**src/rtl/tt_um_led_pattern_engine.sv**
```systemverilog
// LED pattern engine: a programmable prescaler produces step ticks, and each
// tick advances an 8-bit pattern (rotate, bounce, bar fill/drain or hold) and
// an 8-bit step counter. Controls arrive asynchronously on ui_in and are
// passed through a two-flop synchronizer before use.
module tt_um_led_pattern_engine #(
    parameter int               CNT_W      = 24,
    parameter logic [CNT_W-1:0] BASE_COUNT = CNT_W'(10_000_000),
    parameter logic [7:0]       SEED       = 8'b0000_0001
) (
    input  logic       clk,
    input  logic       rst_n,
    input  logic       ena,
    input  logic [7:0] ui_in,
    output logic [7:0] uo_out,
    input  logic [7:0] uio_in,
    output logic [7:0] uio_out,
    output logic [7:0] uio_oe
);

    typedef enum logic {
        BDIR_LEFT  = 1'b0,
        BDIR_RIGHT = 1'b1
    } bdir_t;

    typedef enum logic {
        PHASE_FILL  = 1'b0,
        PHASE_DRAIN = 1'b1
    } phase_t;

    logic [7:0]       sync_q, sync_d;
    logic [7:0]       ctl_q, ctl_d;
    logic [CNT_W-1:0] pc_q, pc_d;
    logic [7:0]       pat_q, pat_d;
    logic [7:0]       step_q, step_d;
    bdir_t            bdir_q, bdir_d;
    phase_t           phase_q, phase_d;

    logic [1:0]       mode;
    logic             dir;
    logic [2:0]       speed;
    logic             pause;
    logic             restart;
    logic [CNT_W-1:0] period_raw;
    logic [CNT_W-1:0] period_last;
    logic             tick;
    logic             one_hot;
    logic [7:0]       pat_step;
    bdir_t            bdir_step;
    phase_t           phase_step;

    logic unused_inputs;
    assign unused_inputs = &{1'b0, ena, uio_in};

    assign mode    = ctl_q[1:0];
    assign dir     = ctl_q[2];
    assign speed   = ctl_q[5:3];
    assign pause   = ctl_q[6];
    assign restart = ctl_q[7];

    assign uo_out  = pat_q;
    assign uio_out = step_q;
    assign uio_oe  = 8'hFF;

    // Step period for the current speed, clamped to one cycle; kept as period-1 for the compare.
    always_comb begin
        period_raw  = BASE_COUNT >> speed;
        period_last = (period_raw == '0) ? '0 : period_raw - CNT_W'(1);
        tick        = (pc_q >= period_last) && !pause;
        one_hot     = (pat_q != 8'h00) && ((pat_q & (pat_q - 8'd1)) == 8'h00);
    end

    // Pattern that the current mode would produce on the next tick.
    always_comb begin
        pat_step   = pat_q;
        bdir_step  = bdir_q;
        phase_step = phase_q;
        case (mode)
            2'b00: begin
                if (pat_q == 8'h00) begin
                    pat_step = SEED;
                end else if (!dir) begin
                    pat_step = {pat_q[6:0], pat_q[7]};
                end else begin
                    pat_step = {pat_q[0], pat_q[7:1]};
                end
            end
            2'b01: begin
                if (!one_hot) begin
                    pat_step  = 8'h01;
                    bdir_step = BDIR_LEFT;
                end else if (bdir_q == BDIR_LEFT) begin
                    if (pat_q == 8'h80) begin
                        pat_step  = 8'h40;
                        bdir_step = BDIR_RIGHT;
                    end else begin
                        pat_step = {pat_q[6:0], 1'b0};
                    end
                end else begin
                    if (pat_q == 8'h01) begin
                        pat_step  = 8'h02;
                        bdir_step = BDIR_LEFT;
                    end else begin
                        pat_step = {1'b0, pat_q[7:1]};
                    end
                end
            end
            2'b10: begin
                if (phase_q == PHASE_FILL) begin
                    if (pat_q == 8'hFF) begin
                        pat_step   = 8'hFE;
                        phase_step = PHASE_DRAIN;
                    end else begin
                        pat_step = {pat_q[6:0], 1'b1};
                    end
                end else begin
                    if (pat_q == 8'h00) begin
                        pat_step   = 8'h01;
                        phase_step = PHASE_FILL;
                    end else begin
                        pat_step = {pat_q[6:0], 1'b0};
                    end
                end
            end
            default: begin
                pat_step = pat_q;
            end
        endcase
    end

    // Next-state selection: restart behaves like reset, pause freezes everything.
    always_comb begin
        sync_d  = ui_in;
        ctl_d   = sync_q;
        pc_d    = pc_q;
        pat_d   = pat_q;
        step_d  = step_q;
        bdir_d  = bdir_q;
        phase_d = phase_q;
        if (restart) begin
            pc_d    = '0;
            pat_d   = SEED;
            step_d  = 8'h00;
            bdir_d  = BDIR_LEFT;
            phase_d = PHASE_FILL;
        end else if (tick) begin
            pc_d    = '0;
            pat_d   = pat_step;
            step_d  = step_q + 8'd1;
            bdir_d  = bdir_step;
            phase_d = phase_step;
        end else if (!pause) begin
            pc_d = pc_q + CNT_W'(1);
        end
    end

    // All state registers, with synchronous active-low reset.
    always_ff @(posedge clk) begin
        if (!rst_n) begin
            sync_q  <= 8'h00;
            ctl_q   <= 8'h00;
            pc_q    <= '0;
            pat_q   <= SEED;
            step_q  <= 8'h00;
            bdir_q  <= BDIR_LEFT;
            phase_q <= PHASE_FILL;
        end else begin
            sync_q  <= sync_d;
            ctl_q   <= ctl_d;
            pc_q    <= pc_d;
            pat_q   <= pat_d;
            step_q  <= step_d;
            bdir_q  <= bdir_d;
            phase_q <= phase_d;
        end
    end

endmodule
```
**config.mk**
```make
export PLATFORM = sky130hd
export DESIGN_NAME = tt_um_led_pattern_engine
export DESIGN_NICKNAME = d
export VERILOG_FILES = /design/src/rtl/tt_um_led_pattern_engine.sv
export SDC_FILE = /design/constraint.sdc
export NUM_CORES = 1
export LEC_CHECK = 0
export BUFFER_PORTS_ARGS = -buffer_cell sky130_fd_sc_hd__buf_2
export CAP_MARGIN = 20
export CORE_MARGIN = 3
export CORE_UTILIZATION = 53
export CTS_BUF_LIST = sky130_fd_sc_hd__clkbuf_4 sky130_fd_sc_hd__clkbuf_8 sky130_fd_sc_hd__clkbuf_16
export DETAILED_ROUTE_END_ITERATION = 10
export HOLD_SLACK_MARGIN = 0.06
export PLACE_DENSITY = 0.76
export SETUP_SLACK_MARGIN = 0.02
export SYNTH_ARGS = -nofsm -noshare
export SYNTH_HDL_FRONTEND = slang
export SYNTH_SLANG_ARGS = --single-unit
```
**constraint.sdc**
```tcl
create_clock -name clk -period 4.2 [get_ports clk]
set_clock_uncertainty 0.1 [all_clocks]
set_input_delay 0 -clock clk [delete_from_list [all_inputs] [get_ports clk]]
set_output_delay 0 -clock clk [all_outputs]
set_load 0.02 [all_outputs]
```
==> run summary <==
Status: complete, no violations
NetSw: 0.331 mW
# rows: 30
Multi-input gate area: 2670 um^2
Total power: 1.20 mW
Total clock sinks: 58
Hold path start: rst_n
Worst-path clk slew: 0.07 ns
Wire per inst: 14.9 um
Ant. Diodes: 0
Vias in the first global route: 3317
Max Clk Rate: 0.238 GHz
PwrDens: 248 nW/um^2
Yosys warning total: 0
Min Tclk post-route: 4.20 ns
Ratio of cells with drive above 1 in the final layout: 0.199
Worst r2r dst: bdir_q$_SDFFE_PP0P_
First-pass GRT wire length: 15.1 mm
I/O pins: 43
Dpl hpwl: 6.36 mm
Final period utilization: 0.999
Sequential share of the synthesized area: 0.298
Int Power: 0.866 mW
DRC errors left: 0
Arrival time at the worst endpoint: 4.36 ns
Dpl cells: 591
Most common flop cell mapped by yosys: dfxtp_1
Most frequent cells in the layout: dfxtp_1 (56), nor2_1 (47), ha_1 (32)
Final nets: 592
Die area: 8420 um^2
Post-synth EDFFs: 0
Asr flop ratio synth: 0
# setup viols final: 0
Setup TNS: 0 ns
TritonCTS Buffers: 9
Later-pin clock latency in the skew report: 0.33 ns
Core Area: 6980 um^2
Dpl cell area: 4190 um^2
Final count of hold timing violations: 0
Maximum buffer depth of the clock tree: 2
Reg2Reg Depth: 16
WS Path Type: reg2reg
Clk pwr share: 0.385
Critical path fanouts, max: 7
Hold EP: uo_out[0]$_SDFFE_PP1P_
Crit. End Element: flop
Final wirelength: 9.47 mm
RePlAce Congestion: 0.914
PortBufs: 25
Count of state elements after synthesis: 58
TritonCTS clock tree: done
Detailed-route via count: 3645
Seq pwr share: 0.475
Final instance area: 4820 um^2
Worst-Margin Slew: 0.618 ns
Sw frac: 0.276
Gr ovfl total: 0
Reg2reg start: ctl_q[4]$_SDFF_PN0_
Post-DRT Antenna Nets: 0
Commonest non-fill, non-tap cell in the layout: dfxtp_1
Via density: 5.74
# H-tree levels: 3
Initial core utilization: 0.559
Power share of the combinational group: 0.140
DRT Pass-1 Iters: 5
Slew Limit Fails: 0
Worst vdd ir: 206 uV
Initial antenna violation count: 0
Layout area overhead: 23.6%
Worst Hold Depth: 3
Drt first-iter violations: 192
R2r setup slk: 0.005 ns
Die W: 91.8 um
Slew HR: 0.587
Syn Area/Cell: 8.23 um^2
Register Area: 1170 um^2
Die height: 91.8 um
Synth unique cells: 61
CTS Root Cell: clkbuf_8
Leakage: 2.03 nW
Cells after synthesis: 474
RSZ-0062 raised after global routing: true
WP data required: 4.36 ns
Finished Layout Cells: 635
Critical path launch point type: flop
All-layer global routing usage: 0.219
Cell area after synthesis: 3900 um^2
Fillers: 532
Worst hold path type: in2reg
Max cap viols: 0
Largest net degree at the start of global routing: 26
routing by layer:
layer  global-route usage  wire, um
met4               0.0594       158
met5                    0         0
met1                0.272      4120
met3               0.0574       438
met2                0.373      4740
cell usage after synthesis (all sizes together), types with 3 or more instances:
master | number | share of area
xnor2 | 12 | 0.027
o22ai | 3 | 0.0048
nand2b | 10 | 0.016
or4b | 3 | 0.0077
nand3 | 10 | 0.013
a22o | 11 | 0.025
nor4 | 3 | 0.0064
ha | 39 | 0.13
nor3 | 4 | 0.0051
buf | 13 | 0.023
o211ai | 6 | 0.013
inv | 18 | 0.017
o31ai | 3 | 0.0058
or4 | 4 | 0.0087
a31oi | 5 | 0.0080
dfxtp | 58 | 0.30
and3 | 6 | 0.0096
o21ai | 28 | 0.036
a211oi | 5 | 0.011
xor2 | 20 | 0.045
a21oi | 33 | 0.042
nor2 | 47 | 0.045
clkbuf | 20 | 0.020
or3 | 10 | 0.016
a21boi | 3 | 0.0058
nand4b | 4 | 0.0090
nand4 | 11 | 0.018
nor2b | 6 | 0.0096
nand2 | 30 | 0.029
and2 | 17 | 0.027
mux2i | 5 | 0.013
what timing repair did:
action                                 4_1_cts  5_1_grt
setup endpoints to repair                   16       42
setup buffers                                1        8
pin swaps                                    1       17
cloned                                       0        2
resized for setup                            6       30
hold buffers                                17        0
endpoints found under the hold margin       16        0
flip-flops by register name, indices dropped and copies added, names as in the netlist:
name	cells
phase_q	1
pc_q	24
ctl_d	8
ctl_q	8
uo_out	8
uio_out	8
bdir_q	1
worst max path at each step:
| stage | to | from |
|---|---|---|
| after detailed placement | bdir_q$_SDFFE_PP0P_ | ctl_q[4]$_SDFF_PN0_ |
| after floorplan | uio_out[0]$_SDFFE_PP0P_ | ctl_q[3]$_SDFF_PN0_ |
| final | bdir_q$_SDFFE_PP0P_ | ctl_q[4]$_SDFF_PN0_ |
| after global placement | bdir_q$_SDFFE_PP0P_ | ctl_q[3]$_SDFF_PN0_ |
| after CTS | bdir_q$_SDFFE_PP0P_ | ctl_q[4]$_SDFF_PN0_ |
| after global routing | bdir_q$_SDFFE_PP0P_ | ctl_q[3]$_SDFF_PN0_ |
cell type report:
type | count | share of cell area
Multi-Input combinational cell | 372 | 0.553
Tap cell | 96 | 0.0249
Clock buffer | 10 | 0.0286
Clock inverter | 6 | 0.00857
Timing Repair Buffer | 75 | 0.127
Inverter | 18 | 0.0145
Sequential cell | 58 | 0.242
cells by family after synthesis:
| kind of cell | synth area share |
|---|---|
| AO/OA/AOI/OAI | 0.195 |
| flip-flops | 0.298 |
| XOR/XNOR | 0.0719 |
| multiplexers | 0.0128 |
| other | 0.000962 |
| AND/OR/NAND/NOR | 0.234 |
| adder cells (fa/ha/maj) | 0.128 |
| buffers and inverters | 0.0600 |
critical path: stages (launching register included):
cell and delay (ns):
dfxtp_4 0.37, ha_2 0.19, or3_4 0.39, a211oi_4 0.26, a31oi_1 0.13, a211o_1 0.26
or4b_1 0.50, o211ai_1 0.11, ha_1 0.20, nand4_1 0.11, nor4_2 0.21, o21ai_1 0.13
a21oi_2 0.23, o21bai_4 0.13, buf_12 0.15, or4b_4 0.51, a21oi_2 0.13
power groups by stage:
stage	combinational [mW]	sequential (mW)	clock, mW
3_3_place_gp	0.133	0.580	0
3_5_place_dp	0.137	0.581	0
4_1_cts	0.152	0.568	0.475
2_1_floorplan	0.109	0.578	0
5_1_grt	0.187	0.570	0.495
6_report	0.167	0.569	0.461
through the flow:
stage	hold slack, ns	setup slack (ns)	utilization
after floorplan	0.0217	0.0381	-
after global placement	0.108	0.0449	0.600
after detailed placement	0.109	-0.136	0.600
after CTS	0.0862	0.00383	0.653
after global routing	0.118	-0.222	0.690
final	0.0994	0.00466	0.690
(Power assumes the default switching activity.)
